File: config.mk
export PLATFORM = sky130hd
export DESIGN_NAME = pipe_ctrl_flat
export DESIGN_NICKNAME = d
export VERILOG_FILES = /design/src/rtl/pipe_ctrl_pkg.sv /design/src/rtl/pipe_ctrl_if.sv /design/src/rtl/pipe_ctrl_hazard_detect.sv /design/src/rtl/pipe_ctrl.sv /design/src/flat_wrapper.sv
export SDC_FILE = /design/constraint.sdc
export NUM_CORES = 1
export LEC_CHECK = 0
export ABC_CLOCK_PERIOD_IN_PS = 1300
export CORE_UTILIZATION = 26
export CTS_BUF_LIST = sky130_fd_sc_hd__clkbuf_8 sky130_fd_sc_hd__clkbuf_16
export CTS_CLUSTER_SIZE = 28
export DETAILED_ROUTE_END_ITERATION = 7
export PLACE_DENSITY = 0.86
export SLEW_MARGIN = 20
export SYNTH_ARGS = -nofsm -noshare
export SYNTH_HDL_FRONTEND = slang
export SYNTH_SLANG_ARGS = --single-unit
File: constraint.sdc
create_clock -name clk -period 1.3 [get_ports clk]
set_input_delay 0.26 -clock clk [delete_from_list [all_inputs] [get_ports clk]]
set_output_delay 0.26 -clock clk [all_outputs]
set_load 0.05 [all_outputs]
File: src/rtl/pipe_ctrl_pkg.sv
// Shared encodings for the Beta pipeline controller: ir_src selects, next-PC selects, FSM states.
package pipe_ctrl_pkg;
  localparam int NREG_BITS = 5;
  localparam logic [NREG_BITS-1:0] R_XP = 5'd30;
  localparam logic [NREG_BITS-1:0] R_ZERO = 5'd31;

  localparam logic [1:0] IR_SRC_DATA   = 2'b00;
  localparam logic [1:0] IR_SRC_NOP    = 2'b01;
  localparam logic [1:0] IR_SRC_EXCEPT = 2'b10;

  localparam logic [2:0] PC_SEL_INC   = 3'd0;
  localparam logic [2:0] PC_SEL_BR    = 3'd1;
  localparam logic [2:0] PC_SEL_JMP   = 3'd2;
  localparam logic [2:0] PC_SEL_ILLOP = 3'd3;
  localparam logic [2:0] PC_SEL_XADDR = 3'd4;
  localparam logic [2:0] PC_SEL_RESET = 3'd5;

  typedef enum logic {
    ST_RUN    = 1'b0,
    ST_XFLUSH = 1'b1
  } fsm_state_e;
endpackage

File: src/rtl/pipe_ctrl_if.sv
// Controller-facing bundle: stage decode status in, stall/ir_src/pc_sel controls out.
interface pipe_ctrl_if;
  import pipe_ctrl_pkg::*;

  logic [NREG_BITS-1:0] rf_ra;
  logic [NREG_BITS-1:0] rf_rb;
  logic                 rf_ra_used;
  logic                 rf_rb_used;
  logic                 rf_illop;
  logic                 rf_br_taken;
  logic                 rf_jmp;
  logic                 rf_kernel;
  logic [NREG_BITS-1:0] exec_rc;
  logic                 exec_ld;
  logic                 mem_wait;
  logic                 irq;

  logic                 stall_if;
  logic                 stall_rf;
  logic                 stall_exec;
  logic [1:0]           ir_src_rf;
  logic [1:0]           ir_src_exec;
  logic [1:0]           ir_src_mem;
  logic [2:0]           pc_sel;
  logic                 irq_ack;

  modport slave (
    input  rf_ra, rf_rb, rf_ra_used, rf_rb_used, rf_illop, rf_br_taken,
           rf_jmp, rf_kernel, exec_rc, exec_ld, mem_wait, irq,
    output stall_if, stall_rf, stall_exec, ir_src_rf, ir_src_exec,
           ir_src_mem, pc_sel, irq_ack
  );

  modport master (
    output rf_ra, rf_rb, rf_ra_used, rf_rb_used, rf_illop, rf_br_taken,
           rf_jmp, rf_kernel, exec_rc, exec_ld, mem_wait, irq,
    input  stall_if, stall_rf, stall_exec, ir_src_rf, ir_src_exec,
           ir_src_mem, pc_sel, irq_ack
  );
endinterface

File: src/rtl/pipe_ctrl_hazard_detect.sv
// Combinational load-use compare between the RF-stage sources and an in-flight load in EXEC.
// R31 reads as zero, so a load targeting it never creates a dependency.
module pipe_ctrl_hazard_detect
  import pipe_ctrl_pkg::*;
(
  input  logic [NREG_BITS-1:0] i_ra,
  input  logic [NREG_BITS-1:0] i_rb,
  input  logic                 i_ra_used,
  input  logic                 i_rb_used,
  input  logic [NREG_BITS-1:0] i_exec_rc,
  input  logic                 i_exec_ld,
  output logic                 o_load_use
);
  logic w_ra_hit;
  logic w_rb_hit;

  assign w_ra_hit   = i_ra_used && (i_ra == i_exec_rc);
  assign w_rb_hit   = i_rb_used && (i_rb == i_exec_rc);
  assign o_load_use = i_exec_ld && (i_exec_rc != R_ZERO) && (w_ra_hit || w_rb_hit);
endmodule

File: src/rtl/pipe_ctrl.sv
// Beta 5-stage pipeline controller: stalls, annulment, exception/interrupt entry sequencing.
// Outputs are combinational from the FSM state and current stage status.
module pipe_ctrl
  import pipe_ctrl_pkg::*;
(
  input  logic       clk,
  input  logic       rst,
  pipe_ctrl_if.slave bus
);
  logic       w_load_use;
  fsm_state_e r_state;
  fsm_state_e w_state_nxt;
  logic       r_irq_pend;
  logic       w_stall_if;
  logic       w_stall_rf;
  logic       w_stall_exec;
  logic [1:0] w_src_rf;
  logic [1:0] w_src_exec;
  logic [1:0] w_src_mem;
  logic [2:0] w_pc_sel;
  logic       w_irq_ack;

  pipe_ctrl_hazard_detect u_hazard (
    .i_ra       (bus.rf_ra),
    .i_rb       (bus.rf_rb),
    .i_ra_used  (bus.rf_ra_used),
    .i_rb_used  (bus.rf_rb_used),
    .i_exec_rc  (bus.exec_rc),
    .i_exec_ld  (bus.exec_ld),
    .o_load_use (w_load_use)
  );

  always_comb begin
    w_stall_if   = 1'b0;
    w_stall_rf   = 1'b0;
    w_stall_exec = 1'b0;
    w_src_rf     = IR_SRC_DATA;
    w_src_exec   = IR_SRC_DATA;
    w_src_mem    = IR_SRC_DATA;
    w_pc_sel     = PC_SEL_INC;
    w_irq_ack    = 1'b0;
    w_state_nxt  = r_state;

    if (rst) begin
      w_src_rf   = IR_SRC_NOP;
      w_src_exec = IR_SRC_NOP;
      w_src_mem  = IR_SRC_NOP;
      w_pc_sel   = PC_SEL_RESET;
    end else if (bus.mem_wait) begin
      w_stall_if   = 1'b1;
      w_stall_rf   = 1'b1;
      w_stall_exec = 1'b1;
    end else if (w_load_use) begin
      // Bubble into EXEC; redirects wait until the dependent instruction can issue.
      w_stall_if = 1'b1;
      w_stall_rf = 1'b1;
      w_src_exec = IR_SRC_NOP;
    end else begin
      case (r_state)
        ST_RUN: begin
          if (bus.rf_illop) begin
            w_src_exec  = IR_SRC_EXCEPT;
            w_src_rf    = IR_SRC_NOP;
            w_pc_sel    = PC_SEL_ILLOP;
            w_state_nxt = ST_XFLUSH;
          end else if (r_irq_pend && !bus.rf_kernel) begin
            w_src_exec  = IR_SRC_EXCEPT;
            w_src_rf    = IR_SRC_NOP;
            w_pc_sel    = PC_SEL_XADDR;
            w_irq_ack   = 1'b1;
            w_state_nxt = ST_XFLUSH;
          end else if (bus.rf_br_taken) begin
            w_src_rf = IR_SRC_NOP;
            w_pc_sel = bus.rf_jmp ? PC_SEL_JMP : PC_SEL_BR;
          end
        end
        ST_XFLUSH: begin
          // RF holds the fetch that followed the trapping instruction.
          w_src_rf    = IR_SRC_NOP;
          w_state_nxt = ST_RUN;
        end
        default: w_state_nxt = ST_RUN;
      endcase
    end
  end

  always_ff @(posedge clk) begin
    if (rst) begin
      r_state    <= ST_RUN;
      r_irq_pend <= 1'b0;
    end else if (!bus.mem_wait) begin
      r_state <= w_state_nxt;
      if (w_irq_ack)
        r_irq_pend <= 1'b0;
      else if (bus.irq)
        r_irq_pend <= 1'b1;
    end
  end

  assign bus.stall_if    = w_stall_if;
  assign bus.stall_rf    = w_stall_rf;
  assign bus.stall_exec  = w_stall_exec;
  assign bus.ir_src_rf   = w_src_rf;
  assign bus.ir_src_exec = w_src_exec;
  assign bus.ir_src_mem  = w_src_mem;
  assign bus.pc_sel      = w_pc_sel;
  assign bus.irq_ack     = w_irq_ack;
endmodule

File: src/flat_wrapper.sv
// flat-port wrapper written by rule: the top's interface ports become plain ports
module pipe_ctrl_flat import pipe_ctrl_pkg::*;
  (clk, rst, bus_rf_ra, bus_rf_rb, bus_rf_ra_used, bus_rf_rb_used, bus_rf_illop, bus_rf_br_taken, bus_rf_jmp, bus_rf_kernel, bus_exec_rc, bus_exec_ld, bus_mem_wait, bus_irq, bus_stall_if, bus_stall_rf, bus_stall_exec, bus_ir_src_rf, bus_ir_src_exec, bus_ir_src_mem, bus_pc_sel, bus_irq_ack);
  pipe_ctrl_if bus_i ();
  input  logic clk;
  input  logic rst;
  input wire logic [$bits(bus_i.rf_ra)-1:0] bus_rf_ra;
  input wire logic [$bits(bus_i.rf_rb)-1:0] bus_rf_rb;
  input wire logic [$bits(bus_i.rf_ra_used)-1:0] bus_rf_ra_used;
  input wire logic [$bits(bus_i.rf_rb_used)-1:0] bus_rf_rb_used;
  input wire logic [$bits(bus_i.rf_illop)-1:0] bus_rf_illop;
  input wire logic [$bits(bus_i.rf_br_taken)-1:0] bus_rf_br_taken;
  input wire logic [$bits(bus_i.rf_jmp)-1:0] bus_rf_jmp;
  input wire logic [$bits(bus_i.rf_kernel)-1:0] bus_rf_kernel;
  input wire logic [$bits(bus_i.exec_rc)-1:0] bus_exec_rc;
  input wire logic [$bits(bus_i.exec_ld)-1:0] bus_exec_ld;
  input wire logic [$bits(bus_i.mem_wait)-1:0] bus_mem_wait;
  input wire logic [$bits(bus_i.irq)-1:0] bus_irq;
  output wire logic [$bits(bus_i.stall_if)-1:0] bus_stall_if;
  output wire logic [$bits(bus_i.stall_rf)-1:0] bus_stall_rf;
  output wire logic [$bits(bus_i.stall_exec)-1:0] bus_stall_exec;
  output wire logic [$bits(bus_i.ir_src_rf)-1:0] bus_ir_src_rf;
  output wire logic [$bits(bus_i.ir_src_exec)-1:0] bus_ir_src_exec;
  output wire logic [$bits(bus_i.ir_src_mem)-1:0] bus_ir_src_mem;
  output wire logic [$bits(bus_i.pc_sel)-1:0] bus_pc_sel;
  output wire logic [$bits(bus_i.irq_ack)-1:0] bus_irq_ack;
  assign bus_i.rf_ra = bus_rf_ra;
  assign bus_i.rf_rb = bus_rf_rb;
  assign bus_i.rf_ra_used = bus_rf_ra_used;
  assign bus_i.rf_rb_used = bus_rf_rb_used;
  assign bus_i.rf_illop = bus_rf_illop;
  assign bus_i.rf_br_taken = bus_rf_br_taken;
  assign bus_i.rf_jmp = bus_rf_jmp;
  assign bus_i.rf_kernel = bus_rf_kernel;
  assign bus_i.exec_rc = bus_exec_rc;
  assign bus_i.exec_ld = bus_exec_ld;
  assign bus_i.mem_wait = bus_mem_wait;
  assign bus_i.irq = bus_irq;
  assign bus_stall_if = bus_i.stall_if;
  assign bus_stall_rf = bus_i.stall_rf;
  assign bus_stall_exec = bus_i.stall_exec;
  assign bus_ir_src_rf = bus_i.ir_src_rf;
  assign bus_ir_src_exec = bus_i.ir_src_exec;
  assign bus_ir_src_mem = bus_i.ir_src_mem;
  assign bus_pc_sel = bus_i.pc_sel;
  assign bus_irq_ack = bus_i.irq_ack;
  pipe_ctrl u_core (.clk(clk), .rst(rst), .bus(bus_i));
endmodule
==> summary.md <==
| Metric | Value |
|---|---|
| Synthesized area | 397 µm² |
| Detailed Place HPWL | 1210 µm |
| Seq cells post-synth | 2 |
| Cts bufs inserted | 3 |
| Simple-gate share of the synthesized area | 0.328 |
| Xor and xnor area share after synthesis | 0.221 |
| Critical Path RT | 1040 ps |
| CP Max Fanout | 4 |
| Worst Path Arrival | 1470 ps |
| IO Pins | 39 |
| Endpoints failing setup | 11 |
| Fmax | 578 MHz |
| Vias in the first global route | 626 |
| EDFF count, synth | 0 |
| Outcome | finished, violations left |
| PD cells | 674 nW/µm² |
| LEAKAGE | 0.550 nW |
| Die X | 41.1 µm |
| NumNets Final | 129 |
| Worst Clk Skew | 5.60 ps |
| Clock-pin slew on the worst setup and hold paths | 30 ps |
| DR vias/cell | 5.18 |
| Post-route ant nets | 0 |
| Final Hold Viols | 0 |
| Clock power frac | 0.321 |
| Hold Buf Count CTS | 0 |
| Full die area | 1690 µm² |
| Final period util | 1.33 |
| # DRC | 0 |
| Drt total wl | 2050 µm |
| Reg2reg end | u_core.r_state |
| Flop pwr share | 0.092 |
| WL per Instance | 17.7 µm |
| Gate Count Post-Synth | 55 |
| GRT overflow | 0 |
| Comb pwr share | 0.587 |
| Sw frac | 0.360 |
| Die height | 41.1 µm |
| Antenna violations before repair | 0 |
| Largest net degree at the start of global routing | 7 |
| Root Buffer Master | clkbuf_8 |
| Pins Over Slew Limit | 0 |
| Core footprint | 1370 µm² |
| Number of max-cap violations | 0 |
| Reg2Reg Setup Slack | 10 ps |
| Crit. Startpoint | bus_rf_rb[1] |
| P&R area growth vs syn | 194% |
| First-pass DRT Iterations | 4 |
| Psw | 283 µW |
| CTS tree | yes |
| Clk buf depth | 2 |
| PortBufs | 36 |
| Final hold slack | 625 ps |
| VDD IR max | 0.324 mV |
| Antenna cells | 0 |
| Share of cells above drive strength 1 | 0.713 |
| Post-Synth Adder-Cell Area | 0 |
| Main combinational cell family by area after synthesis | simple AND/OR/NAND/NOR gates |
| First-pass GRT wire length | 2750 µm |
| GPL Wtd Cong | 0.712 |
| Number of synthesis warnings | 0 |
| HP Class | input pin to register |
| Total track usage | 0.255 |
| Worst setup margin | -429 ps |
| Failing checks | setup timing |
| Latest clock arrival within the worst-skew pair | 220 ps |
| Worst r2r src | u_core.r_state |
| Initial Util | 0.290 |
| Synth Area in Compound Gates | 0.237 |
| Overall power | 786 µW |
| H-Tree Depth | 1 |
| Seq/Total Area, Yosys | 0.101 |
| Setup TNS | -3700 ps |
| Critical path class | input pin to output pin |
| FF-to-FF path depth | 5 |
| Iteration-0 DRC Markers | 8 |
| Synth Area per Inst | 7.21 µm² |
| Crit path capture type | output pin |
| Startpoint types | input pin |
| Min Tclk post-route | 1730 ps |
| Fillers | 70 |
| Post-synth top flop | dfxtp_1 |
| # rows | 13 |
| Yosys cell types | 23 |
| Mux contribution to synthesized area | 0 |
| Vias | 601 |
| Unrepaired setup endpoints after global routing | yes |
| Clk sinks | 2 |
| Crit path to | bus_pc_sel[2] |
| Pint | 503 µW |
| Post-synth ARST share | 0 |
sequential cells by signal (all words and copies together), names as in the netlist:
name / flops
u_core.r_irq_pend: 1
u_core.r_state: 1
area by class of cell:
class / count / area, µm² / share of cell area
Timing Repair Buffer: 47 / 542 / 0.465
Sequential cell: 2 / 40.0 / 0.0344
Tap cell: 15 / 18.8 / 0.0161
Clock buffer: 3 / 41.3 / 0.0354
Inverter: 1 / 3.75 / 0.00322
Multi-Input combinational cell: 48 / 519 / 0.446
routing by layer:
metal,vias up,track usage,wire [µm]
met2,27,0.477,1120
met5,-,0,0
met1,284,0.252,793
li1,284,-,-
met4,0,0.175,45
met3,6,0.0380,97
power groups by stage:
stage	Sequential (mW)	Clock [mW]	Combinational, mW
after floorplan	0.0720	0	0.196
after global placement	0.0713	0	0.379
after detailed placement	0.0710	0	0.385
after CTS	0.0718	0.254	0.413
after global routing	0.0735	0.260	0.482
final	0.0722	0.253	0.461
critical path, stage by stage:
cell           delay (ps)
dlygate4sd2_1         250
xnor2_2               170
nand2_2                90
o22ai_4               200
nand2_4               110
a31o_4                240
buf_8                 140
Yosys cell counts (2+ instances only):
| cell | number | area share |
|---|---|---|
| dfxtp_1 | 2 | 0.10 |
| and3_1 | 3 | 0.047 |
| nor2_1 | 6 | 0.057 |
| nand2b_1 | 2 | 0.032 |
| or3_1 | 2 | 0.032 |
| xnor2_1 | 10 | 0.22 |
| a31o_2 | 3 | 0.066 |
| a21oi_1 | 2 | 0.025 |
| nand2_1 | 6 | 0.057 |
| buf_4 | 5 | 0.095 |
| o21bai_1 | 2 | 0.038 |
metrics by stage:
stage / util / cells / setup WS [ps] / cell area [µm²]
finish: 0.853 / 116 / -429 / 1160
global route: 0.853 / 116 / -468 / 1160
CTS: 0.788 / 116 / -450 / 1080
detailed placement: 0.697 / 110 / -883 / 952
global placement: 0.697 / 110 / -820 / 952
floorplan: - / 56 / -302 / 469
logic make-up after synthesis:
group | after synthesis
AND/OR/NAND/NOR | 24
XOR/XNOR | 10
other | 1
AO/OA/AOI/OAI | 12
buffers and inverters | 6
flip-flops | 2
repair_timing:
action                     4_1_cts  5_1_grt
pin swaps                       23       14
setup endpoints to repair       13       12
buffers inserted                 3        0
gates resized for setup         92       20
how the worst min path moves through the flow:
stage                           start                 to  slack [ps]  depth (start not counted)
finish                   bus_rf_ra[0]     u_core.r_state         630                          6
global route                      rst  u_core.r_irq_pend         660                          3
CTS                 u_core.r_irq_pend  u_core.r_irq_pend         570                          2
detailed placement  u_core.r_irq_pend  u_core.r_irq_pend         530                          2
global placement    u_core.r_irq_pend  u_core.r_irq_pend         520                          2
floorplan                     bus_irq  u_core.r_irq_pend         480                          2
placed cells by master (no fill, tap or decap), types with 2 or more instances in the layout:
master           netlist  layout
and3_2                 0       2
dfxtp_1                2       2
or3_1                  2       2
nand2_1                6       3
conb_1                 1       2
xnor2_4                0       2
clkbuf_2               0       2
buf_4                  5       9
nor2_1                 6       2
a31o_4                 0       2
nor2_2                 0       3
buf_6                  0       8
clkdlybuf4s50_1        0       2
nand2b_4               0       2
buf_12                 0      10
nand2_2                0       2
buf_2                  0       4
clkbuf_8               0       3
xnor2_2                0       8
dlygate4sd2_1          0       7
buf_8                  0       4
Note: power is estimated with default switching activity, not from simulation.
